==> src/rtl/vad_decision.sv <==
// vad_decision: pairs per-window STE/ZCR flags into frame observations and
// debounces them with an onset/hangover hysteresis state machine into a
// speech flag, start/end event pulses and a saturating segment length.
module vad_decision #(
    parameter int unsigned ONSET_FRAMES = 3,
    parameter int unsigned HANG_FRAMES  = 8
) (
    input  logic        clk,
    input  logic        reset,
    input  logic        ste,
    input  logic        ste_valid,
    input  logic        zcr,
    input  logic        zcr_valid,
    output logic        vad,
    output logic        vad_valid,
    output logic        speech_start,
    output logic        speech_end,
    output logic [15:0] seg_len,
    output logic        overrun
);

    typedef enum logic [1:0] {
        SILENCE,
        ONSET,
        SPEECH,
        HANGOVER
    } state_t;

    localparam logic [7:0]  ONSET_N   = 8'(ONSET_FRAMES);
    localparam logic [7:0]  HANG_N    = 8'(HANG_FRAMES);
    localparam logic [15:0] SEG_START = 16'(ONSET_FRAMES);

    state_t      state;
    logic [7:0]  cnt;
    logic        ste_p, ste_h;
    logic        zcr_p, zcr_h;

    logic        eval;
    logic        ste_eff, zcr_eff;
    logic        act;
    logic [15:0] seg_inc;

    // A strobe on the evaluation edge counts as pending, and its live value
    // takes precedence over the held one.
    assign eval    = (ste_p | ste_valid) & (zcr_p | zcr_valid);
    assign ste_eff = ste_valid ? ste : ste_h;
    assign zcr_eff = zcr_valid ? zcr : zcr_h;
    // Energetic frames are voiced; quiet but high-crossing frames are unvoiced speech.
    assign act     = ~ste_eff | zcr_eff;
    assign seg_inc = (seg_len == 16'hFFFF) ? seg_len : seg_len + 16'd1;

    // Pending/held registers for each flag, plus the sticky overrun flag.
    always_ff @(posedge clk or negedge reset) begin
        if (!reset) begin
            ste_p   <= 1'b0;
            ste_h   <= 1'b0;
            zcr_p   <= 1'b0;
            zcr_h   <= 1'b0;
            overrun <= 1'b0;
        end else begin
            // NOTE: sequential state uses <= so every register samples the pre-edge values.
            if (eval) begin
                ste_p <= 1'b0;
                zcr_p <= 1'b0;
            end else begin
                if (ste_valid) begin
                    ste_p <= 1'b1;
                    ste_h <= ste;
                end
                if (zcr_valid) begin
                    zcr_p <= 1'b1;
                    zcr_h <= zcr;
                end
            end
            // Without eval, a re-strobe on a pending side means the other side is idle.
            if (!eval && ((ste_valid && ste_p) || (zcr_valid && zcr_p))) begin
                overrun <= 1'b1;
            end
        end
    end

    // Hysteresis FSM with registered vad, event pulses and segment length.
    always_ff @(posedge clk or negedge reset) begin
        if (!reset) begin
            state        <= SILENCE;
            cnt          <= 8'd0;
            vad          <= 1'b0;
            vad_valid    <= 1'b0;
            speech_start <= 1'b0;
            speech_end   <= 1'b0;
            seg_len      <= 16'd0;
        end else begin
            vad_valid    <= eval;
            speech_start <= 1'b0;
            speech_end   <= 1'b0;
            if (eval) begin
                case (state)
                    SILENCE: begin
                        if (act) begin
                            if (ONSET_N == 8'd1) begin
                                state        <= SPEECH;
                                vad          <= 1'b1;
                                speech_start <= 1'b1;
                                seg_len      <= SEG_START;
                                cnt          <= 8'd0;
                            end else begin
                                state <= ONSET;
                                cnt   <= 8'd1;
                            end
                        end
                    end
                    ONSET: begin
                        if (act) begin
                            if (cnt + 8'd1 == ONSET_N) begin
                                state        <= SPEECH;
                                vad          <= 1'b1;
                                speech_start <= 1'b1;
                                seg_len      <= SEG_START;
                                cnt          <= 8'd0;
                            end else begin
                                cnt <= cnt + 8'd1;
                            end
                        end else begin
                            state <= SILENCE;
                            cnt   <= 8'd0;
                        end
                    end
                    SPEECH: begin
                        seg_len <= seg_inc;
                        if (!act) begin
                            if (HANG_N == 8'd1) begin
                                state      <= SILENCE;
                                vad        <= 1'b0;
                                speech_end <= 1'b1;
                                cnt        <= 8'd0;
                            end else begin
                                state <= HANGOVER;
                                cnt   <= 8'd1;
                            end
                        end
                    end
                    HANGOVER: begin
                        seg_len <= seg_inc;
                        if (act) begin
                            state <= SPEECH;
                            cnt   <= 8'd0;
                        end else if (cnt + 8'd1 == HANG_N) begin
                            state      <= SILENCE;
                            vad        <= 1'b0;
                            speech_end <= 1'b1;
                            cnt        <= 8'd0;
                        end else begin
                            cnt <= cnt + 8'd1;
                        end
                    end
                    default: begin
                        state <= SILENCE;
                        cnt   <= 8'd0;
                    end
                endcase
            end
        end
    end

endmodule

==> config.mk <==
export PLATFORM = sky130hd
export DESIGN_NAME = vad_decision
export DESIGN_NICKNAME = d
export VERILOG_FILES = /design/src/rtl/vad_decision.sv
export SDC_FILE = /design/constraint.sdc
export NUM_CORES = 1
export LEC_CHECK = 0
export CORE_MARGIN = 1
export CORE_UTILIZATION = 29
export CTS_BUF_LIST = sky130_fd_sc_hd__clkbuf_8
export CTS_CLUSTER_DIAMETER = 40
export DETAILED_ROUTE_END_ITERATION = 16
export GPL_TIMING_DRIVEN = 0
export PLACE_DENSITY = 0.49
export SLEW_MARGIN = 40
export SYNTH_ARGS = -nofsm -noshare
export SYNTH_HDL_FRONTEND = slang
export SYNTH_SLANG_ARGS = --single-unit
==> constraint.sdc <==
create_clock -name clk -period 2.7 [get_ports clk]
set_input_delay 0.405 -clock clk [delete_from_list [all_inputs] [get_ports clk]]
set_output_delay 0.405 -clock clk [all_outputs]
set_load 0.02 [all_outputs]
# Word-level counts from Yosys, hierarchy flattened

Cells that the tools add are included.

Flip-flop bits (word level): 35

Reduce and logical (&&, ||, !) cells: 15
Equal/unequal tests: 15
Mux-type cells: 37
Add/subtract/negate cells: 2
Bitwise gates (word level): 5

Operator list:

| operator              | number |
|---|---|
| $mux 16               | 3 |
| $mux 8                | 6 |
| $pmux 16 s2           | 1 |
| $pmux 8 s4            | 1 |
| $mux 1                | 18 |
| $add 16x1->16 const B | 1 |
| $eq 16x16->1 const B  | 1 |
| $ne 2x2->1 const B    | 7 |
| $mux 2                | 6 |
| $reduce_and 5->1      | 2 |
| $add 8x1->8 const B   | 1 |
| $eq 8x2->1 const B    | 1 |
| $eq 8x4->1 const B    | 1 |
| $pmux 2 s4            | 1 |
| $reduce_bool 2->1     | 4 |
| $ne 3x3->1 const B    | 2 |
| $reduce_and 6->1      | 1 |
| $eq 2x2->1 const B    | 2 |
| $logic_and 1x1->1     | 3 |
| $or 1x1->1            | 3 |
| $reduce_and 3->1      | 1 |
| $eq 2x1->1 const B    | 1 |
| $logic_not 2->1       | 1 |
| $pmux 1 s2            | 1 |
| 5 further kinds       | 5 |

# Longest topological paths before layout

Gate-level depths: netlist (run 1).

Word-level depth: 6
Gate-level depth with buffers: 10
Mapped depth without buffers: 8

# Least setup slack after synthesis (run 1)

OpenSTA, ideal clock, no wires.

Kind: reg-to-reg
Start: register seg_len[0]
End: register seg_len[0]
Data required time: 2.575 ns
Arrival: 2.236 ns
Path buffers: 3
Cell stages (with the launch flop): 10
Path slack: 0.339 ns
Cells stage by stage: dfrtp_1 -> ha_1 -> and2_1 -> clkbuf_1 -> nand2_1 -> or4_1 -> clkbuf_1 -> o21ai_1 -> buf_2 -> mux2_2

Longest elaborated chain between the ends: 3

Ends and longest elaborated chain:

| item                                                   | line | RTL |
|---|---|---|
| from (decl)                                            | 18   | `output logic [15:0] seg_len,` |
| from (signal assigned)                                 | 129  | `seg_len <= seg_inc;` |
| from (signal assigned)                                 | 143  | `seg_len <= seg_inc;` |
| $add 16x1->16 / $eq 16x16->1 (equally long branches)   | 50   | `assign seg_inc = (seg_len == 16'hFFFF) ? seg_len : seg_len + 16'd1;` |
| $mux 16 / $ne 2x2->1 (equally long branches)           | --   |  |
| $pmux 16 s2 / $reduce_and 5->1 (equally long branches) | --   |  |

Parallel ways exist; a longest one is shown, timed or not. The select of a mux whose other input is x is not followed.
A chain may end at the register's enable or synchronous reset.

# Worst setup path after layout (run 1)

Start: register cnt[1]
End: register seg_len[13]

Longest elaborated chain between the ends: 4

Ends and longest elaborated chain:

| item                       | line | RTL |
|---|---|---|
| from (decl)                | 34   | `logic [7:0] cnt;` |
| from (signal assigned)     | 121  | `cnt <= cnt + 8'd1;` |
| from (signal assigned)     | 153  | `cnt <= cnt + 8'd1;` |
| $add 8x1->8                | 114  | `if (cnt + 8'd1 == ONSET_N) begin` |
| $eq 8x2->1                 | 114  |  |
| $ne 2x2->1 (no line)       | --   |  |
| $reduce_and 5->1 (no line) | --   |  |

No other way between the ends.

==> results of run 1 <==
-- layout make-up --
class,count,area (sq um),area share (%)
multi-input combinational,157,1010,42.4
sequential,35,880,36.9
timing repair buffer,26,258,10.8
tap,77,96.3,4.04
clock buffer,5,68.8,2.89
buffer,7,43.8,1.84
inverter,4,15.0,0.630
clock inverter,3,12.5,0.525
-- synth_stat cells (all sizes together) (4+ instances only) --
cell type  instances  area (sq um)
dfrtp             35           876
or3                6          37.5
and3               5          31.3
xor2              10          87.6
nor2              23          86.3
o21ai             19          95.1
a21oi             10          50.1
nor3               7          40.0
nand2             17          63.8
nand3             11          55.1
inv                4          15.0
buf                5          36.3
-- power groups by stage --
stage	clock network (mW)	logic (mW)	registers [mW]
floorplan	0	0.295	0.713
global placement	0	0.507	0.685
detailed placement	0	0.515	0.684
CTS	0.382	0.517	0.675
global route	0.407	0.573	0.697
finish	0.359	0.511	0.681
-- logic make-up (layout without fill, tap and decap cells) --
family	count (synthesis)	count (layout)	share of synthesized area [%]
and+or+nand+nor	89	89	24.1
buffers and inverters	12	45	3.26
AOI/OAI and AO/OA	47	47	16.4
DFF	35	35	45.6
xor gates and xnor gates	13	13	5.93
adders and majority gates	3	3	1.95
muxes	5	5	2.80
-- sequential cells by signal (all words and copies together), names as in the netlist, named ones only --
register	flops
cnt	8
overrun	1
seg_len	16
speech_end	1
speech_start	1
state	1
ste_h	1
ste_p	1
vad	1
vad_valid	1
zcr_h	1
zcr_p	1
-- routing by layer --
metal  share of wire, %  wire [microns]  track usage (%)  vias to the layer above
met2                 46            1930             20.6                       36
met1                 49            2060             17.8                      770
met3                3.8             161             3.28                        7
met4                1.0              42             3.29                        0
li1                   -               -                -                      806
met5                  0               0                0                        -
-- per-stage QoR --
step | hold WS, ns | setup WS [ns] | utilization (%)
2_1_floorplan | 0.109 | 0.339 | -
3_3_place_gp | 0.478 | -0.725 | 35.7
3_5_place_dp | 0.401 | -0.259 | 35.7
4_1_cts | 0.0846 | 0.0526 | 37.0
5_1_grt | 0.102 | -0.0388 | 37.3
6_report | 0.0764 | 0.132 | 37.3
-- timing repair --
action | 4_1_cts | 5_1_grt
gates resized for setup | 0 | 8
setup buffers | 0 | 0
endpoints found under the setup margin | 0 | 17
-- final timing paths --
kind	endpoint	slack, ns	depth (start not counted)
setup reg to reg	seg_len[13]	0.13	9
min in group clk	cnt[7]	0.49	1
max in group asynchronous	cnt[0]	2.27	1
hold / removal	seg_len[13]	0.08	1
setup / recovery	seg_len[13]	0.13	9
hold reg to reg	cnt[7]	0.49	1
==> out/results.tsv, run 1 <==
stage	metric	value	unit
placed_design	dpl.hpwl	2930	microns
final_layout	design_area	0.00238	sq mm
floorplan	die_area	0.00695	sq mm
synth	syn_inst	204	
power	sequentialPowerShare	43.9	%
final_layout	n_antenna_cell	0	
worst_setup_path	crit_required	2.91	ns
power	power_frac_comb	33.0	%
worst_setup_path	startpoint_type	register	
final_layout	nets	245	
power	power_density	651	mW/mm^2
global_route	antenna_found_initial	0	
flow_run	max_cap_viol_count	0	
routing	ant_nets	0	
worst_setup_path	setup.worst_path.start	cnt[1]	
worst_setup_path	crit_fanout	10	
global_route	grt_remaining_overflow	0	
timing	setup_violations	0	
timing	post-route-min-period	2.57	ns
final_layout	final_common_cell	dfrtp_1	
synth	synth_edf_count	0	
timing	finalClockSkew	0.00458	ns
timing	finalSetupTns	0	ns
floorplan	fp.dieH	83.4	microns
synth	synth_top_flop_cell	dfrtp_1	
worst_setup_path	critical-path-max-stage-delay	0.45	ns
cts	h-tree-depth	2	
worst_setup_path	crit_family	simple AND/OR/NAND/NOR gates	
timing	tightest_slew	0.648	ns
synth	syn-num-nets	213	
placed_design	portBuffers	26	
final_layout	layout-drive-gt1-share	13.1	%
worst_setup_path	cp_slowest_cell	dfrtp_2	
power	p_clk_share	23.1	%
timing	slew_headroom	56.5	%
cts	clkTransAtPathRegs	0.07	ns
floorplan	initial_core_util	30.1	%
outcome	outcome	finished clean	
worst_setup_path	critPathKind	register to register	
worst_setup_path	critPathArrivalTime	2.78	ns
synth	syn-cell-area	0.00192	sq mm
power	p_switching	0.574	mW
power	power_leakage	0.979	nW
synth	yosysSeqAreaShare	45.6	%
routing	dr.pass1.iters	5	
cts	cts_tree	yes	
final_layout	finalNonFillerCells	314	
global_route	grt_max_degree	36	
routing	drt_iter0_drc	48	
routing	via_count	1619	
worst_setup_path	reg2reg_from	cnt[1]	
hold_path	hold_class	input pin to asynchronous set/reset pin	
cts	ctsRootBufferMaster	clkbuf_8	
synth	synth_cell_type_count	48	
global_route	grt_pass1_wl	7290	microns
cts	clk-insertion-delay-late	0.28	ns
global_route	grtUsageTotal	13.0	%
floorplan	core_area	0.00639	sq mm
timing	finalCritPeriodShare	95.1	%
cts	postCtsHoldBufs	0	
synth	ys_seq_elements	35	
routing	drc	0	
synth	ys_warn_count	0	
timing	rsz0062_at_grt	true	
cts	cts_sinks	35	
routing	drt_wl_total	4190	microns
worst_setup_path	path_cells	ha_2, nand3_1, nor3b_1, o211ai_2, nor4_2, buf_4, o211ai_4, or4_1, a21oi_1	
cts	cts_buffer_depth	2	
power	ir_drop	0.387	mV
global_route	grt_pass1_vias	1487	
timing	hold_viol_final	0	
floorplan	die_w	83.4	microns
synth	async_flop_share	100	%
placed_design	place_congestion	0.704	
timing	drv_slew	0	
timing	clock.fmax	389	MHz
placed_design	place_inst	307	
power	p_int	0.977	mW
routing	viasPerCell	5.16	
placed_design	placed_cell_area	0.00228	sq mm
worst_setup_path	critPathBufInv	1	
worst_setup_path	endpoint_kind	register	
cts	tritoncts.num_buffers	5	
synth	synth_area_per_cell	9.41	sq um
power	p_sw_share	37.0	%
final_layout	area_growth	24.1	%
final_layout	nFillCells	667	
final_layout	layout_common_cells	dfrtp_1 (32), clkdlybuf4s50_1 (25), nor2_1 (23)	
floorplan	ioPinCount	27	
floorplan	num_rows	29	
routing	wire_per_inst	13.4	microns
power	fin_total_pwr	1.55	mW
No activity file was read; power rests on OpenSTA's default activity.
==> run 2: changes to the inputs <==
--- a/config.mk
+++ b/config.mk
@@ -10,9 +10,10 @@
 export CTS_BUF_LIST = sky130_fd_sc_hd__clkbuf_8
 export CTS_CLUSTER_DIAMETER = 40
 export DETAILED_ROUTE_END_ITERATION = 16
+export DONT_BUFFER_PORTS = 1
 export GPL_TIMING_DRIVEN = 0
-export PLACE_DENSITY = 0.49
-export SLEW_MARGIN = 40
+export HOLD_SLACK_MARGIN = 0.08
+export PLACE_DENSITY = 0.44
 export SYNTH_ARGS = -nofsm -noshare
 export SYNTH_HDL_FRONTEND = slang
 export SYNTH_SLANG_ARGS = --single-unit
==> run 2 against run 1 <==
Via count down 8.0%. Die area is the same. Combinational power fell by 23%. Largest cell class unchanged. Clock power increased by 22%. Global-route usage is 0.082 points higher. Non-clock buffer count down 24. First-iteration DRC count shrank 50%. Largest power group unchanged. Final cell count shrank 7.6%.
==> out/results.tsv, run 2 (synthesized netlist as in run 1, its figures left out) <==
stage	metric	value	unit	change
hold_path	min-delay-start	ste_valid		
floorplan	initial_core_util	30.1	%	unchanged
cts	cts_buffer_depth	2		unchanged
routing	ant_nets	0		unchanged
final_layout	multi_input_area	0.00103	sq mm	was 0.00101 sq mm
power	ir_drop	0.359	mV	was 0.387 mV
timing	whs	0.175	ns	was 0.0764 ns
cts	clk-insertion-delay-late	0.29	ns	was 0.28 ns
final_layout	area_growth	15.0	%	was 24.1%
final_layout	final_common_cell	dfrtp_1		unchanged
worst_setup_path	reg2reg_from	cnt[0]		was cnt[1]
floorplan	die_area	0.00695	sq mm	unchanged
placed_design	place_congestion	0.739		was 0.704
worst_setup_path	crit_required	2.92	ns	was 2.91 ns
cts	cts_tree	yes		unchanged
cts	ctsRootBufferMaster	clkbuf_8		unchanged
final_layout	largest_register_ff_count	16		unchanged
power	power_leakage	0.907	nW	was 0.979 nW
routing	drc	0		unchanged
floorplan	fp.dieH	83.4	microns	unchanged
timing	finalClockSkew	0.00657	ns	was 0.00458 ns
power	p_clk_share	28.0	%	was 23.1%
outcome	outcome	finished clean		unchanged
routing	wire_per_inst	14.9	microns	was 13.4 microns
final_layout	largestRegisters	seg_len x16, cnt x8		unchanged
final_layout	seqCellArea	885	sq um	was 880 sq um
global_route	antenna_found_initial	0		unchanged
power	p_switching	0.579	mW	was 0.574 mW
worst_setup_path	endpoint_kind	register		unchanged
worst_setup_path	cp_slowest_cell	or4_1		was dfrtp_2
placed_design	placed_cell_area	0.00202	sq mm	was 0.00228 sq mm
floorplan	num_rows	29		unchanged
worst_setup_path	path_cells	ha_2, nand2_1, nor3_2, o211ai_2, nor4_4, buf_6, o211ai_4, or4_1, a21oi_1		was ha_2, nand3_1, nor3b_1, o211ai_2, nor4_2, buf_4, o211ai_4, or4_1, a21oi_1
timing	hold_viol_final	0		unchanged
timing	timing.final.ws_setup	0.175	ns	was 0.132 ns
placed_design	dp_slack	-0.326	ns	was -0.259 ns
timing	post-route-min-period	2.53	ns	was 2.57 ns
power	p_sw_share	37.1	%	was 37.0%
final_layout	layout-drive-gt1-share	19.2	%	was 13.1%
final_layout	nFillCells	661		was 667
global_route	grt_pass1_vias	1403		was 1487
routing	dr.pass1.iters	4		was 5
worst_setup_path	critPathBufInv	1		unchanged
floorplan	ioPinCount	27		unchanged
timing	finalSetupTns	0	ns	unchanged
final_layout	n_antenna_cell	0		unchanged
timing	setup_violations	0		unchanged
global_route	grt_remaining_overflow	0		unchanged
routing	via_count	1490		was 1619
worst_setup_path	critPathKind	register to register		unchanged
cts	tritoncts.num_buffers	5		unchanged
routing	viasPerCell	5.14		was 5.16
timing	finalCritPeriodShare	93.5	%	was 95.1%
cts	cts_sinks	35		unchanged
routing	drt_wl_total	4310	microns	was 4190 microns
global_route	grt_pass1_wl	7090	microns	was 7290 microns
floorplan	die_w	83.4	microns	unchanged
final_layout	design_area	0.00221	sq mm	was 0.00238 sq mm
final_layout	nets	221		was 245
hold_path	hold_class	input pin to register		was input pin to asynchronous set/reset pin
worst_setup_path	startpoint_type	register		unchanged
timing	tightest_slew	0.699	ns	was 0.648 ns
placed_design	dpl.hpwl	2940	microns	was 2930 microns
cts	clkTransAtPathRegs	0.08	ns	was 0.07 ns
final_layout	layout_common_cells	dfrtp_1 (28), nor2_1 (23), nand2_1 (17)		was dfrtp_1 (32), clkdlybuf4s50_1 (25), nor2_1 (23)
timing	clock.fmax	396	MHz	was 389 MHz
power	power_density	705	mW/mm^2	was 651 mW/mm^2
routing	drt_iter0_drc	24		was 48
global_route	grtUsageTotal	13.1	%	was 13.0%
timing	drv_slew	0		unchanged
cts	h-tree-depth	2		unchanged
timing	slew_headroom	53.3	%	was 56.5%
global_route	grt_max_degree	36		unchanged
floorplan	core_area	0.00639	sq mm	unchanged
cts	postCtsSetupBuffers	0		unchanged
final_layout	post-route-util	34.6	%	was 37.3%
flow_run	max_cap_viol_count	0		unchanged
final_layout	top_register	seg_len		unchanged
worst_setup_path	crit_fanout	10		unchanged
placed_design	portBuffers	0		was 26
worst_setup_path	crit_family	simple AND/OR/NAND/NOR gates		unchanged
power	p_int	0.979	mW	was 0.977 mW
worst_setup_path	critPathArrivalTime	2.75	ns	was 2.78 ns
worst_setup_path	setup.worst_path.start	cnt[0]		was cnt[1]
worst_setup_path	critical-path-max-stage-delay	0.42	ns	was 0.45 ns
power	sequentialPowerShare	46.9	%	was 43.9%
power	power_frac_comb	25.1	%	was 33.0%
-- run 2: changes by cell type in the layout (fill, tap and decap cells not counted), moves of 2 or more --
cell             before  now
dfrtp_2               3    7
dfrtp_1              32   28
clkbuf_8              5    7
buf_4                 3    1
clkdlybuf4s50_1      25    0
inv_1                 6    4
-- run 2: per-stage QoR --
stage	power, mW	cells
after floorplan	1.01	204
after global placement	1.11	281
after detailed placement	1.11	281
after CTS	1.56	290
after global routing	1.67	290
final	1.56	290
-- run 2: metal layers --
layer  up-vias  track usage [%]  wire (microns)
met4         0             3.29              39
met2        34             20.4            1960
met1       698             16.7            2060
met3         7             5.77             250
met5         -                0               0
li1        751                -               -
-- run 2: worst paths after layout --
kind | to | slack, ns | depth (start not counted)
max | seg_len[13] | 0.17 | 9
min | zcr_p | 0.18 | 1
min reg2reg | zcr_p | 0.49 | 1
min in group asynchronous | seg_len[10] | 0.56 | 2
max reg2reg | seg_len[13] | 0.17 | 9
max in group asynchronous | cnt[1] | 1.94 | 2
-- run 2: power groups by stage --
stage	Sequential (mW)	Combinational, mW	Clock (mW)
after detailed placement	0.735	0.375	0
after CTS	0.724	0.390	0.451
after floorplan	0.713	0.295	0
after global routing	0.747	0.449	0.474
after global placement	0.734	0.377	0
final	0.730	0.391	0.437
-- run 2: timing repair --
item,4_1_cts,5_1_grt
endpoints found under the hold margin,35,0
gates resized for setup,1,17
setup endpoints to repair,12,21
hold buffers,2,0
-- run 2: layout make-up --
type                            instances  area share (%)
Buffer                                  7            2.27
Timing Repair Buffer                    2            1.36
Clock inverter                          1           0.340
Sequential cell                        35            40.0
Multi-Input combinational cell        157            46.6
Tap cell                               77            4.36
Inverter                                4           0.680
Clock buffer                            7            4.36
==> run 3: changes to the inputs <==
--- a/config.mk
+++ b/config.mk
@@ -14,6 +14,7 @@
 export GPL_TIMING_DRIVEN = 0
 export HOLD_SLACK_MARGIN = 0.08
 export PLACE_DENSITY = 0.44
+export SLEW_MARGIN = 20
 export SYNTH_ARGS = -nofsm -noshare
 export SYNTH_HDL_FRONTEND = slang
 export SYNTH_SLANG_ARGS = --single-unit
==> run 3 against run 2 <==
Routed wire length down 0.53%. Register-to-register slack hardly changed. Setup slack got worse by 0.0039 ns. Sequential share of layout area is 0.27 points higher. Highest routed layer unchanged. Largest power group unchanged. Clock-buffer cell count unchanged. Clock skew decreased by 0.00090 ns. Global-route usage increased by 0.21 points. Die area unchanged. Flip-flop and latch count did not move. Sequential power increased by 0.8%.
==> out/results.tsv, run 3 (synthesized netlist as in run 1, its figures left out) <==
stage	metric	value	unit	change
outcome	outcome	finished clean		unchanged
routing	dr.pass1.iters	4		unchanged
timing	rsz0062_at_grt	false		
worst_setup_path	critPathArrivalTime	2.71	ns	was 2.75 ns
worst_setup_path	crit_required	2.88	ns	was 2.92 ns
placed_design	dpl.hpwl	2950	microns	was 2940 microns
worst_setup_path	r2r_cells	7		was 9
cts	cts_tree	yes		unchanged
final_layout	post-route-util	34.4	%	was 34.6%
placed_design	portBuffers	0		unchanged
cts	cts_buffer_depth	2		unchanged
worst_setup_path	endpoint_kind	register		unchanged
timing	tightest_slew	0.706	ns	was 0.699 ns
cts	clk-insertion-delay-late	0.29	ns	about the same
cts	h-tree-depth	2		unchanged
flow_run	max_cap_viol_count	0		unchanged
cts	clkTransAtPathRegs	0.07	ns	was 0.08 ns
routing	wire_per_inst	14.7	microns	was 14.9 microns
final_layout	n_antenna_cell	0		unchanged
timing	finalClockSkew	0.00567	ns	was 0.00657 ns
routing	drc	0		unchanged
global_route	grt_max_degree	36		unchanged
power	power_leakage	0.901	nW	was 0.907 nW
worst_setup_path	crit_fanout	10		unchanged
worst_setup_path	path_cells	and4_1, nand3_1, or4_1, clkbuf_1, o21ai_1, buf_2, mux2_2		was ha_2, nand2_1, nor3_2, o211ai_2, nor4_4, buf_6, o211ai_4, or4_1, a21oi_1
final_layout	area_growth	14.3	%	was 15.0%
routing	via_count	1489		was 1490
cts	ctsRootBufferMaster	clkbuf_8		unchanged
final_layout	top_register	seg_len		unchanged
worst_setup_path	critPathKind	register to register		unchanged
floorplan	core_area	0.00639	sq mm	unchanged
timing	hold_viol_final	0		unchanged
final_layout	layout-drive-gt1-share	19.2	%	about the same
floorplan	ioPinCount	27		unchanged
final_layout	largestRegisters	seg_len x16, cnt x8		unchanged
placed_design	place_congestion	0.739		unchanged
timing	drv_slew	0		unchanged
final_layout	layout_common_cells	dfrtp_1 (28), nor2_1 (23), nand2_1 (17)		unchanged
floorplan	die_area	0.00695	sq mm	unchanged
power	ir_drop	0.331	mV	was 0.359 mV
power	power_density	710	mW/mm^2	was 705 mW/mm^2
global_route	grtUsageTotal	13.3	%	was 13.1%
timing	setup_violations	0		unchanged
worst_setup_path	cp_slowest_cell	or4_1		unchanged
timing	finalCritPeriodShare	93.7	%	was 93.5%
final_layout	largest_register_ff_count	16		unchanged
timing	clock.fmax	395	MHz	was 396 MHz
floorplan	num_rows	29		unchanged
hold_path	min_to	ste_p		was zcr_p
routing	ant_nets	0		unchanged
global_route	grt_pass1_wl	7250	microns	was 7090 microns
power	fin_total_pwr	1.56	mW	about the same
floorplan	fp.dieH	83.4	microns	unchanged
cts	cts_sinks	35		unchanged
global_route	grt_remaining_overflow	0		unchanged
floorplan	die_w	83.4	microns	unchanged
worst_setup_path	rrSetupSlack	0.17	ns	about the same
global_route	grt_pass1_vias	1456		was 1403
timing	whs	0.178	ns	was 0.175 ns
routing	drt_wl_total	4290	microns	was 4310 microns
worst_setup_path	r2r-end	seg_len[0]		was seg_len[13]
timing	post-route-min-period	2.53	ns	about the same
hold_path	min-delay-start	zcr_valid		was ste_valid
routing	drt_iter0_drc	32		was 24
timing	finalSetupTns	0	ns	unchanged
worst_setup_path	startpoint_type	register		unchanged
worst_setup_path	reg2reg_from	seg_len[6]		was cnt[0]
final_layout	final_common_cell	dfrtp_1		unchanged
floorplan	initial_core_util	30.1	%	unchanged
worst_setup_path	critical-path-max-stage-delay	0.52	ns	was 0.42 ns
final_layout	nets	222		was 221
routing	viasPerCell	5.12		was 5.14
global_route	antenna_found_initial	0		unchanged
hold_path	hold_class	input pin to register		unchanged
timing	slew_headroom	52.8	%	was 53.3%
hold_path	min_path_cells	1		unchanged
cts	tritoncts.num_buffers	5		unchanged
-- run 3: through the flow --
step                instances  instance area [sq um]  setup slack, ns
finish                    291                   2190            0.171
global route              291                   2190         0.000931
CTS                       290                   2150           0.0499
detailed placement        281                   2020          -0.0504
global placement          281                   2020           -0.303
floorplan                 204                   1920            0.339
-- run 3: repair_timing --
item / 4_1_cts / 5_1_grt
pin swaps: 0 / 0
hold endpoints to repair: 35 / 0
setup endpoints to repair: 1 / 21
gates resized for setup: 0 / 13
buffers inserted: 0 / 1
hold buffers: 2 / 0
-- run 3: routing by layer --
metal | vias to the layer above | part of all wire, % | GRT usage (%)
met4 | 0 | 1.3 | 4.70
met5 | - | 0 | 0
met3 | 6 | 4.5 | 4.77
li1 | 753 | - | -
met2 | 27 | 46 | 20.9
met1 | 703 | 48 | 17.0
-- run 3: where the power goes --
group	switching, mW	leakage (nW)	total, mW	internal [mW]
combinational	0.246	0.401	0.387	0.141
sequential	0.130	0.449	0.736	0.606
clock	0.202	0.0505	0.434	0.232
total	0.578	0.901	1.56	0.979
-- run 3: worst max path at each step --
stage | from | end | slack [ns] | cells past startpoint
after floorplan | seg_len[0] | seg_len[0] | 0.34 | 9
after global routing | seg_len[6] | seg_len[0] | 0.0009 | 7
after CTS | seg_len[0] | seg_len[0] | 0.05 | 8
after global placement | cnt[1] | seg_len[9] | -0.30 | 7
after detailed placement | seg_len[0] | seg_len[0] | -0.05 | 9
final | seg_len[6] | seg_len[0] | 0.17 | 7
-- run 3: layout make-up --
cell class | count | area (sq um)
buffer | 7 | 43.8
clock buffer | 7 | 96.3
clock inverter | 1 | 7.51
fill | 675 | 4190
inverter | 4 | 15.0
multi-input combinational | 157 | 1010
sequential | 35 | 885
tap | 77 | 96.3
timing repair buffer | 3 | 37.5
-- run 3: critical path: cells and delay by family, from the launching register on --
family                 cells  cell delay, ns
and+or+nand+nor            3            0.92
DFF                        1            0.49
buffers and inverters      2            0.47
muxes                      1            0.35
AOI/OAI and AO/OA          1            0.17
